### src/rtl/measure_rx.sv
// measure_rx: XGMII (64-bit, 8 lanes) receive-side frame measurement.
// Detects lane-0 starts, recovers the measurement signature, source IP and
// transmit timestamp from each frame. For every matched frame it reports the
// latency and source address, and it counts matched frames and bytes per
// window of SEC_CYCLES clocks. Aborted frames are counted in rx_err_count.
// Optional build macro: RX_HDR_FILTER_EN adds EtherType/IP-protocol/UDP-port
// qualification to the match; when undefined no such logic is built.
module measure_rx #(
  parameter logic [39:0] MAGIC_CODE = 40'hCC_55_AA_33_01,
  parameter int unsigned SEC_CYCLES = 156250000
) (
  input  logic        sys_clk,
  input  logic        sys_rst_n,
  input  logic [63:0] xgmii_rxd,
  input  logic [7:0]  xgmii_rxc,
  input  logic [31:0] global_counter,
  output logic [31:0] rx_pps,
  output logic [31:0] rx_throughput,
  output logic [23:0] rx_latency,
  output logic [31:0] rx_ipv4_ip,
  output logic [15:0] rx_err_count
);

  typedef enum logic [1:0] {IDLE, RECV, DROP} state_t;

  localparam logic [31:0] SEC_LAST = SEC_CYCLES - 1;

  state_t      state, state_next;
  logic [7:0]  lane [8];
  logic        ctrl_seen;
  logic [7:0]  first_ctrl;
  logic [2:0]  first_lane;
  logic        is_start, is_term, is_bad, all_idle;
  logic        restart, frame_end, err_event;

  // word_idx lags the bus by one: while in RECV the word on the bus is
  // word_idx+1 (the start word is word 0 and clears word_idx).
  logic [7:0]  word_idx;
  logic        magic_ok;
  logic [7:0]  ts_hi;
  logic [23:0] lat_cand;
  logic [31:0] ip_cap;
  logic        hdr_ok;

  logic [15:0] frame_len;
  logic        match;
  logic [31:0] lat_full;
  logic [23:0] lat_sat;

  logic [31:0] win_timer;
  logic [31:0] win_frames;
  logic [31:0] win_bytes;
  logic [32:0] sum_bytes;
  logic        win_expire;

  // Split the data word into lanes and locate the first control lane.
  // NOTE: every signal written here gets a default first, so no path can
  // leave one unassigned and infer a latch.
  always_comb begin
    ctrl_seen  = 1'b0;
    first_ctrl = 8'h00;
    first_lane = 3'd0;
    for (int i = 0; i < 8; i++) begin
      lane[i] = xgmii_rxd[8*i +: 8];
      if (xgmii_rxc[i] && !ctrl_seen) begin
        ctrl_seen  = 1'b1;
        first_ctrl = xgmii_rxd[8*i +: 8];
        first_lane = 3'(i);
      end
    end
  end

  assign is_start = (xgmii_rxc == 8'h01) && (lane[0] == 8'hFB) && (lane[7] == 8'hD5);
  assign is_term  = ctrl_seen && (first_ctrl == 8'hFD);
  assign is_bad   = ctrl_seen && !is_term;
  assign all_idle = (xgmii_rxc == 8'hFF) && (xgmii_rxd == {8{8'h07}});

  // FD sits at byte 8*(word_idx+1)+first_lane; the frame starts at byte 8.
  assign frame_len = {5'd0, word_idx, 3'd0} + {13'd0, first_lane};
  assign match     = frame_end && magic_ok && hdr_ok && (frame_len >= 16'd64);

  // TS spans byte 55 (captured earlier) and bytes 56-58 in lanes 0-2 of word 7.
  assign lat_full = global_counter - {ts_hi, lane[0], lane[1], lane[2]};
  assign lat_sat  = (|lat_full[31:24]) ? 24'hFF_FFFF : lat_full[23:0];

  // State register.
  // NOTE: sequential state uses non-blocking assignments so every flop
  // samples pre-edge values regardless of block ordering.
  always_ff @(posedge sys_clk) begin
    if (!sys_rst_n) state <= IDLE;
    else            state <= state_next;
  end

  // Next-state decode plus per-word control strobes.
  always_comb begin
    state_next = state;
    restart    = 1'b0;
    frame_end  = 1'b0;
    err_event  = 1'b0;
    case (state)
      IDLE: begin
        if (is_start) begin
          state_next = RECV;
          restart    = 1'b1;
        end
      end
      RECV: begin
        if (is_start) begin
          // A new start aborts the frame in flight and reception restarts.
          restart   = 1'b1;
          err_event = 1'b1;
        end else if (is_term) begin
          state_next = IDLE;
          frame_end  = 1'b1;
        end else if (is_bad || (word_idx == 8'hFF)) begin
          state_next = DROP;
          err_event  = 1'b1;
        end
      end
      DROP: begin
        if (is_term || all_idle) state_next = IDLE;
      end
      default: state_next = IDLE;
    endcase
  end

  // Word index and field capture while a frame is being received.
  // NOTE: the capture registers are ordinary flops, so they are reset along
  // with the rest; only true memory arrays would be left unreset.
  always_ff @(posedge sys_clk) begin
    if (!sys_rst_n) begin
      word_idx <= 8'd0;
      magic_ok <= 1'b0;
      ts_hi    <= 8'd0;
      lat_cand <= 24'd0;
      ip_cap   <= 32'd0;
    end else if (restart) begin
      word_idx <= 8'd0;
      magic_ok <= 1'b0;
    end else if (state == RECV) begin
      if (word_idx != 8'hFF) word_idx <= word_idx + 8'd1;
      case (word_idx)
        8'd3: ip_cap <= {lane[2], lane[3], lane[4], lane[5]};
        8'd5: begin
          magic_ok <= ({lane[2], lane[3], lane[4], lane[5], lane[6]} == MAGIC_CODE);
          ts_hi    <= lane[7];
        end
        8'd6: lat_cand <= lat_sat;
        default: ;
      endcase
    end
  end

`ifdef RX_HDR_FILTER_EN
  logic ethertype_ok, proto_ok, port_ok;

  // Header qualification: EtherType IPv4, protocol UDP, UDP port 0x0D5E.
  always_ff @(posedge sys_clk) begin
    if (!sys_rst_n || restart) begin
      ethertype_ok <= 1'b0;
      proto_ok     <= 1'b0;
      port_ok      <= 1'b0;
    end else if (state == RECV) begin
      case (word_idx)
        8'd1: ethertype_ok <= ({lane[4], lane[5]} == 16'h0800);
        8'd2: proto_ok     <= (lane[7] == 8'h11);
        8'd4: port_ok      <= ({lane[4], lane[5]} == 16'h0D5E);
        default: ;
      endcase
    end
  end

  assign hdr_ok = ethertype_ok && proto_ok && port_ok;
`else
  assign hdr_ok = 1'b1;
`endif

  // Per-frame results, published the cycle after a matched terminate.
  always_ff @(posedge sys_clk) begin
    if (!sys_rst_n) begin
      rx_latency <= 24'd0;
      rx_ipv4_ip <= 32'd0;
    end else if (match) begin
      rx_latency <= lat_cand;
      rx_ipv4_ip <= ip_cap;
    end
  end

  // Saturating count of aborted frames.
  always_ff @(posedge sys_clk) begin
    if (!sys_rst_n)                             rx_err_count <= 16'd0;
    else if (err_event && (rx_err_count != '1)) rx_err_count <= rx_err_count + 16'd1;
  end

  assign win_expire = (win_timer == SEC_LAST);
  assign sum_bytes  = {1'b0, win_bytes} + {17'd0, frame_len};

  // Measurement window: publish totals on expiry; a frame matching in that
  // same cycle seeds the new window instead of being lost.
  always_ff @(posedge sys_clk) begin
    if (!sys_rst_n) begin
      win_timer     <= 32'd0;
      win_frames    <= 32'd0;
      win_bytes     <= 32'd0;
      rx_pps        <= 32'd0;
      rx_throughput <= 32'd0;
    end else if (win_expire) begin
      win_timer     <= 32'd0;
      rx_pps        <= win_frames;
      rx_throughput <= win_bytes;
      win_frames    <= match ? 32'd1 : 32'd0;
      win_bytes     <= match ? {16'd0, frame_len} : 32'd0;
    end else begin
      win_timer <= win_timer + 32'd1;
      if (match) begin
        if (win_frames != '1) win_frames <= win_frames + 32'd1;
        win_bytes <= sum_bytes[32] ? 32'hFFFF_FFFF : sum_bytes[31:0];
      end
    end
  end

endmodule

### config.mk
export PLATFORM = sky130hd
export DESIGN_NAME = measure_rx
export DESIGN_NICKNAME = d
export VERILOG_FILES = /design/src/rtl/measure_rx.sv
export SDC_FILE = /design/constraint.sdc
export NUM_CORES = 1
export LEC_CHECK = 0
export BUFFER_PORTS_ARGS = -buffer_cell sky130_fd_sc_hd__buf_4
export CORE_ASPECT_RATIO = 1.75
export CORE_MARGIN = 3
export CORE_UTILIZATION = 55
export CTS_BUF_LIST = sky130_fd_sc_hd__clkbuf_8
export CTS_CLUSTER_DIAMETER = 50
export DETAILED_ROUTE_END_ITERATION = 6
export PLACE_DENSITY_LB_ADDON = 0.25
export SLEW_MARGIN = 10
export SYNTH_ARGS = -nofsm -noshare
export SYNTH_HDL_FRONTEND = slang
export SYNTH_SLANG_ARGS = --single-unit
export TNS_END_PERCENT = 100
### constraint.sdc
create_clock -name sys_clk -period 5.2 [get_ports sys_clk]
set_input_delay 0.52 -clock sys_clk [delete_from_list [all_inputs] [get_ports sys_clk]]
set_output_delay 0.52 -clock sys_clk [all_outputs]
set_load 0.1 [all_outputs]
# ---- Word level (Yosys, flattened, before mapping)
# Cells that the tools add are included.
dict set report word_totals {
  regBits 307
  in_bits 106
  out_inout_bits 136
  elab_cells 131
}
dict set report classes {
  addsub 7
  magnitude_cmp 1
  n_eq_ne 21
  mux 47
  n_bitwise 2
  n_reduce_logical 39
}
# op n
set op_table {}
lappend op_table {{2-to-1 mux 32 bit} 6}
lappend op_table {{adder 32 x 1 -> 32 bit, second input constant} 2}
lappend op_table {{== test 64 x 59 -> 1 bit, second input constant} 1}
lappend op_table {{2-to-1 mux 8 bit} 8}
lappend op_table {{== test 40 bit, second input constant} 1}
lappend op_table {{== test 8 bit, second input constant} 5}
lappend op_table {{adder 32 x 12 -> 33 bit} 1}
lappend op_table {{== test 32 x 28 -> 1 bit, second input constant} 1}
lappend op_table {{inequality test 32 bit, second input constant} 1}
lappend op_table {{subtractor 32 bit} 1}
lappend op_table {{2-to-1 mux 24 bit} 1}
lappend op_table {{2-to-1 mux 1 bit} 19}
lappend op_table {{2-to-1 mux 3 bit} 6}
lappend op_table {{adder 16 x 1 -> 16 bit, second input constant} 1}
lappend op_table {{== test 8 x 3 -> 1 bit, second input constant} 2}
lappend op_table {{inequality test 16 bit, second input constant} 1}
lappend op_table {{logical AND 1 bit} 15}
lappend op_table {{adder 11 x 3 -> 12 bit} 1}
lappend op_table {{>= comparator 12 x 7 -> 1 bit, second input constant} 1}
lappend op_table {{2-to-1 mux 12 bit} 1}
lappend op_table {{2-to-1 mux 2 bit} 5}
lappend op_table {{AND reduction 3 bit} 3}
lappend op_table {{adder 8 x 1 -> 8 bit, second input constant} 1}
lappend op_table {{== test 8 x 1 -> 1 bit, second input constant} 1}
lappend op_table {{16 further kinds} 32}

# ---- Depth between registers and ports, before layout
# Gate-level depths: netlist of the first run.
dict set report depth {
  word_depth 32
  ltp_mapped 19
}

# ---- Worst setup path after synthesis of the first run
# Ideal clock, no wire load.
dict set report synth_timing {
  kind {input to register}
  from {input xgmii_rxc[1]}
  to {register win_bytes[29]}
  arrival_time_ns 3.955
  required_time_ns 5.109
  slack_ns 1.154
  path_stages 18
  path_cell_list {buf_4 > nor4_1 > nand2_1 > o22ai_1 > ha_1 > inv_1 > fa_1 > nor2b_1 > o21ai_0 > a21oi_1 > o311a_1 > o311ai_0 > or3_1 > clkbuf_1 > buf_2 > o31ai_1 > a21oi_1 > a311oi_1}
}
dict set report synth_via {
  elab_chain_len 28
  elab_cells_between_ends 51
}
# element line
set synth_rtl {}
lappend synth_rtl {{start: declaration} 15} ;# input logic [7:0] xgmii_rxc,
lappend synth_rtl {{parallel branches: the longest is 28 deep, another holds logical AND 1 bit} n/a}
lappend synth_rtl {{end signal: assignment} 212} ;# win_bytes <= match ? {16'd0, frame_len} : 32'd0;
lappend synth_rtl {{end signal: assignment} 217} ;# win_bytes <= sum_bytes[32] ? 32'hFFFF_FFFF : sum_bytes[31:0];
lappend synth_rtl {{end: declaration} 52} ;# logic [31:0] win_bytes;
# Parallel ways; which one is timed is not known. The select of a mux whose other input is x is not followed.
# A chain may end at the register's enable or synchronous reset.

# ---- Worst setup path after layout of the first run
dict set report layout_timing {
  from {input xgmii_rxc[1]}
  to {register win_bytes[15]}
}
# Same word-level chain as after synthesis.

==> flow_summary.yaml, run 1 <==
clock_tree:
  post_cts_resized: 0
  clkSinkCount: 307
  cts_buffers: 44
  cts_tree: "built"
  htree_levels: 2
  clk_pin_slew_worst_paths_ps: 70
  postCtsHoldBufs: 0
  clockBufferDepth: 3
  insertion_delay_ps: 570
  cts_setup_buffers: 0
  cts-root-buf: "clkbuf_8"
pwr:
  swShare_pct: 24.64
  vdd_ir_drop_max_uv: 270.2
  powerDensity_mw_per_mm2: 263.0
  p_clk_share_pct: 40.7
  p_total_mw: 4.683
  leakage_nw: 7.219
  pwr-share-seq_pct: 50.3
  p_sw_mw: 1.154
  p_int_mw: 3.529
  power_frac_comb_pct: 9.0
timing:
  finalSetupViolCount: 0
  finalCritPeriodShare_pct: 81.36
  worst_pin_slew_ps: 1156
  fin_ws_ps: 969.5
  rsz0062_at_grt: "no"
  fmax_mhz: 236.4
  final_max_slew_viol_count: 0
  hold_viol: 0
  fin_skew_ps: 20.38
  slew_headroom_pct: 22.22
  setup_tns_ps: 0
  min_period_ps: 4231
die:
  start_util_pct: 56.14
  rows: 79
  die_width_um: 130.8
  pin_count: 242
  core_mm2: 0.02669
  die_h_um: 224.3
  dieArea_mm2: 0.02933
final_layout:
  nFillCells: 2348
  fin_nets: 2249
  drive_gt1_share_pct: 15.90
  areaGrowthSynthToFinish_pct: 18.86
synthesis:
  yosysSeqAreaShare_pct: 41.02
  ys_top_cells_by_area: "dfxtp_1, nand2_1, a21oi_1"
  syn_area_mm2: 0.01498
  yosys_warnings: 0
  ys_types: 73
  syn_nets: 2047
  syn_inst: 1891
  synth_edf_count: 0
  yosys.area.top_type: "dfxtp_1"
  ys_async_sr_fraction_pct: 0
  syn_avg_cell_area_um2: 7.923
  synth_seq_cells: 307
  synth_top_cell_area_share_pct: 41.02
  dominantRegCellSynth: "dfxtp_1"
drt:
  highest_layer: "met4"
  dr.pass1.iters: 5
  drt-total-wl_um: 46700
  wl_met2_um: 24870
  drc: 0
  first_iter_violations: 880
  wl_met3_um: 2109
  vias: 14533
  routedWlPerCell_um: 19.10
  wl_met1_um: 16540
  postRouteAntennaNets: 0
  via_per_inst: 5.944
critical_path:
  crit_path_start_kind: "input pin"
  endpoint_kind: "register"
  reg2regPathDepth: 13
  crit_path_start: "xgmii_rxc[1]"
  path_cells: "buf_4 -> or4_1 -> nor2_1 -> ha_1 -> nor2b_1 -> o21ai_0 -> a21oi_1 -> o311a_1 -> o311ai_0 -> or3_1 -> buf_4 -> o21ai_0 -> a21oi_1 -> a211oi_1"
  path_max_fanout: 18
  cp_slowest_cell: "o311ai_0"
  worstPathArrival_ps: 4630
  crit_path_max_incr_delay_ps: 920
  crit_required_ps: 5590
  path_class: "input pin to register"
  r2r-start: "win_bytes[0]"
global_route:
  grt_pass1_vias: 14338
  grt_max_degree: 111
  grt_pass1_wl_um: 72930
  antenna_found_initial: 1
  grt-ovfl-total: 0
  grt_usage_pct: 31.05
worst_hold_path:
  hold_depth: 3
  hold_start: "xgmii_rxd[40]"
  hp-class: "input pin to register"
place:
  routabilityCongestion: 1.038
  dpl.hpwl_um: 35770
  io_buffers: 241
  pre_cts_ws_ps: 489.7
run:
  cap_violations: 0
outcome:
  status: "complete, no violations"
-- synth_stat cells (6+ instances only) --
library cell / instances
o21ai_0: 87
or3_1: 27
nor4_1: 18
inv_1: 56
nand4_1: 30
xor2_1: 47
nand2b_1: 11
nor2b_1: 10
o31ai_1: 6
clkbuf_1: 77
ha_1: 48
nor4b_1: 12
nor3_1: 30
and4_1: 11
and3_1: 32
a21oi_1: 207
o21a_1: 7
nand2_1: 345
a311oi_1: 11
a31oi_1: 34
buf_2: 19
a211oi_1: 10
mux2i_1: 42
dfxtp_1: 307
xnor2_1: 46
a21o_1: 20
nand3_1: 55
and2_1: 9
nor2_1: 184
-- path summary, 6_finish.rpt --
kind              endpoint  slack (ps)
max reg2reg  win_bytes[15]        1430
min reg2reg   win_timer[0]         450
min              ip_cap[0]         210
max          win_bytes[15]         970
-- per-stage QoR --
stage	cells	util [%]	hold WS (ps)	cell area, um2
3_5_place_dp	2371	63.44	438.1	16930
3_3_place_gp	2371	63.44	422.8	16930
4_1_cts	2444	66.71	182.7	17800
5_1_grt	2445	66.72	229.2	17810
6_report	2445	66.72	213.4	17810
2_1_floorplan	1891	-	413.2	14980
-- power groups by stage --
stage / Combinational, mW / Sequential (mW) / Clock (mW)
floorplan: 0.242 / 2.41 / 0
global placement: 0.416 / 2.41 / 0
detailed placement: 0.417 / 2.41 / 0
CTS: 0.418 / 2.35 / 1.94
global route: 0.456 / 2.35 / 2.03
finish: 0.423 / 2.35 / 1.91
-- logic make-up (layout without fill, tap and decap cells) --
family / Yosys count / count (layout) / share of synthesized area, %
flip-flops: 307 / 307 / 41.02
adder cells (fa/ha/maj): 50 / 50 / 4.276
buffers and inverters: 156 / 385 / 4.092
AND/OR/NAND/NOR: 803 / 803 / 24.80
XOR/XNOR: 93 / 93 / 5.437
AO/OA/AOI/OAI: 440 / 440 / 17.56
multiplexers: 42 / 42 / 2.806
other: 0 / 1 / 0
-- routing by layer --
layer | GRT usage, % | up-vias
li1 | - | 7005
met1 | 32.48 | 6894
met2 | 57.28 | 478
met3 | 4.396 | 156
met4 | 18.27 | 0
met5 | 0 | -
-- flip-flops by register name, indices dropped and copies added (netlist names), 24 cells and up --
name and flops:
win_bytes 32, win_frames 32, rx_pps 32, lat_cand 24
rx_ipv4_ip 32, win_timer 32, rx_throughput 32, rx_latency 24
ip_cap 32
-- cell type report --
type / count / area, um2 / share of cell area, %
Inverter: 57 / 219.0 / 1.230
Multi-Input combinational cell: 1428 / 8245 / 46.30
Clock buffer: 56 / 770.7 / 4.328
Tap cell: 324 / 405.4 / 2.277
Clock inverter: 17 / 103.9 / 0.5832
Antenna cell: 1 / 2.502 / 0.01405
Sequential cell: 307 / 6146 / 34.51
Timing Repair Buffer: 255 / 1914 / 10.75
-- layout by cell type (no fill, tap or decap), types with 46 or more instances in the layout --
cell type	count
o21ai_0	87
nand3_1	55
nor2_1	184
xnor2_1	46
dfxtp_1	307
buf_4	255
nand2_1	343
a21oi_1	207
ha_1	48
xor2_1	47
clkbuf_8	56
inv_1	66
-- critical path, delay by kind of cell --
kind,cells,cell delay (ps)
buffers and inverters,2,430
AND/OR/NAND/NOR,4,1280
AO/OA/AOI/OAI,7,2070
adder cells (fa/ha/maj),1,320
Note: power is estimated with default switching activity, not from simulation.
==> run 2, diff against run 1 <==
Settings changed: CORE_UTILIZATION 55 to 53.
Clock period 5.2 ns to 3.46 ns, I/O delays scaled along.
==> run 2 against run 1 <==
Effect of this change: via count is 2.3% higher; sequential share of layout area is 1.4 points lower; largest cell class unchanged; sequential power is 51% higher; non-clock buffer count is 61 higher; clock skew is 8.9 ps higher; highest routed layer unchanged; clock power is 64% higher; first-iteration DRC count is 11% lower; global-route usage is 1.1 points lower; design area is 4.3% higher; power is 57% higher.
==> flow_summary.yaml, run 2 (same netlist as run 1, synthesis figures left out) <==
pwr:
  leakage_nw: 7.610
  swShare_pct: 24.44
  power_frac_comb_pct: 9.1
  pwr-share-seq_pct: 48.2
  vdd_ir_drop_max_uv: 321.1
  powerDensity_mw_per_mm2: 395.0
  p_sw_mw: 1.793
  p_int_mw: 5.542
  p_clk_share_pct: 42.6
drt:
  via_per_inst: 5.809
  first_iter_violations: 785
  drc: 0
  dr.pass1.iters: 7
  vias: 14870
  postRouteAntennaNets: 0
  drt-total-wl_um: 47510
  routedWlPerCell_um: 18.56
critical_path:
  crit_path_start: "xgmii_rxc[3]"
  crit_required_ps: 3910
  crit_path_start_kind: "input pin"
  path_max_fanout: 10
  crit_end: "win_bytes[29]"
  r2r-end: "win_bytes[29]"
  path_class: "input pin to register"
  endpoint_kind: "register"
  reg2regPathDepth: 13
  worstPathArrival_ps: 3610
  r2r_slack_ps: 410
  r2r-start: "win_bytes[0]"
clock_tree:
  postCtsHoldBufs: 0
  cts-root-buf: "clkbuf_8"
  insertion_delay_ps: 580
  cts_tree: "built"
  htree_levels: 2
  clockBufferDepth: 3
  cts_buffers: 45
  cts_setup_buffers: 0
  clk_pin_slew_worst_paths_ps: 60
  clkSinkCount: 307
  post_cts_resized: 0
die:
  core_mm2: 0.02753
  pin_count: 242
  start_util_pct: 54.43
  die_width_um: 133.1
  rows: 80
  die_h_um: 228.4
  dieArea_mm2: 0.03040
timing:
  finalCritPeriodShare_pct: 91.27
  setup_tns_ps: 0
  slew_headroom_pct: 56.50
  final_max_slew_viol_count: 0
  worst_pin_slew_ps: 648.1
  whs_ps: 50.69
  rsz0062_at_grt: "no"
  fin_skew_ps: 29.27
  fmax_mhz: 316.7
  hold_viol: 0
  min_period_ps: 3158
  finalSetupViolCount: 0
worst_hold_path:
  hp-class: "input pin to register"
final_layout:
  fin_nets: 2311
  mostFrequentLayoutCell: "nand2_1"
  layout_common_cells: "nand2_1, buf_4, dfxtp_1"
  nFillCells: 2384
  multi_input_area_mm2: 0.008272
  drive_gt1_share_pct: 18.72
  areaGrowthSynthToFinish_pct: 23.93
  seq_area_mm2: 0.006146
global_route:
  grt_pass1_vias: 14765
  antenna_found_initial: 1
  grt_pass1_wl_um: 74390
  grt_max_degree: 75
  grt_usage_pct: 29.91
  grt-ovfl-total: 0
place:
  dpl.hpwl_um: 36750
  routabilityCongestion: 1.030
  io_buffers: 241
outcome:
  status: "complete, no violations"
run:
  cap_violations: 0
-- run 2: changes by cell type in the layout (fill, tap and decap cells not counted), moves of 2 or more --
cell and change:
buf_4 +53, buf_12 +8, clkbuf_8 +5, clkinv_4 +2
nand2_2 +2
-- run 2: worst min path at each step --
| stage | startpoint | endpoint | slack, ps | depth (start not counted) |
|---|---|---|---|---|
| 6_report | xgmii_rxd[57] | ts_hi[1] | 50 | 3 |
| 3_5_place_dp | win_timer[0] | win_timer[0] | 440 | 1 |
| 4_1_cts | xgmii_rxd[24] | ip_cap[16] | 30 | 3 |
| 3_3_place_gp | win_timer[0] | win_timer[0] | 430 | 1 |
| 2_1_floorplan | win_timer[0] | win_timer[0] | 410 | 1 |
| 5_1_grt | xgmii_rxd[57] | ts_hi[1] | 50 | 3 |
-- run 2: power groups by stage --
stage / clock network, mW / registers (mW) / logic, mW
after floorplan: 0 / 3.62 / 0.366
after global placement: 0 / 3.62 / 0.663
after detailed placement: 0 / 3.62 / 0.660
after CTS: 3.18 / 3.54 / 0.663
after global routing: 3.34 / 3.54 / 0.724
final: 3.13 / 3.54 / 0.669
-- run 2: area by class of cell --
class                           instances  share of cell area (%)
Timing Repair Buffer                  316                   13.32
Sequential cell                       307                   33.10
Multi-Input combinational cell       1428                   44.55
Tap cell                              369                   2.487
Antenna cell                            1                 0.01348
Clock inverter                         21                  0.8289
Inverter                               57                   1.179
Clock buffer                           61                   4.522
-- run 2: metrics by stage --
| stage | power [mW] | std cells | cell area, um2 | setup WS (ps) | util, % |
|---|---|---|---|---|---|
| after global routing | 7.597 | 2560 | 18570 | 4.179 | 67.45 |
| after global placement | 4.280 | 2477 | 17570 | -157.3 | 63.83 |
| after detailed placement | 4.278 | 2477 | 17570 | -245.8 | 63.83 |
| final | 7.334 | 2560 | 18570 | 302.0 | 67.45 |
| after floorplan | 3.983 | 1891 | 15010 | 26.51 | - |
| after CTS | 7.378 | 2559 | 18560 | 327.8 | 67.44 |
-- run 2: layer usage --
layer	vias to the layer above	global-route usage (%)	routed length (um)
met4	0	19.31	3353
met2	534	55.76	25070
met1	7017	30.04	16380
li1	7148	-	-
met5	-	0	0
met3	171	5.220	2718
-- run 2: critical path: stages --
cell	delay, ps
buf_4	130
nor4_4	310
nand2_2	100
o22ai_2	220
ha_1	220
inv_1	50
fa_1	390
nor2b_1	120
o21ai_0	100
a21oi_1	210
o311a_1	240
o311ai_2	130
or3_1	440
buf_4	200
o31ai_1	70
a21oi_1	90
a311oi_1	240
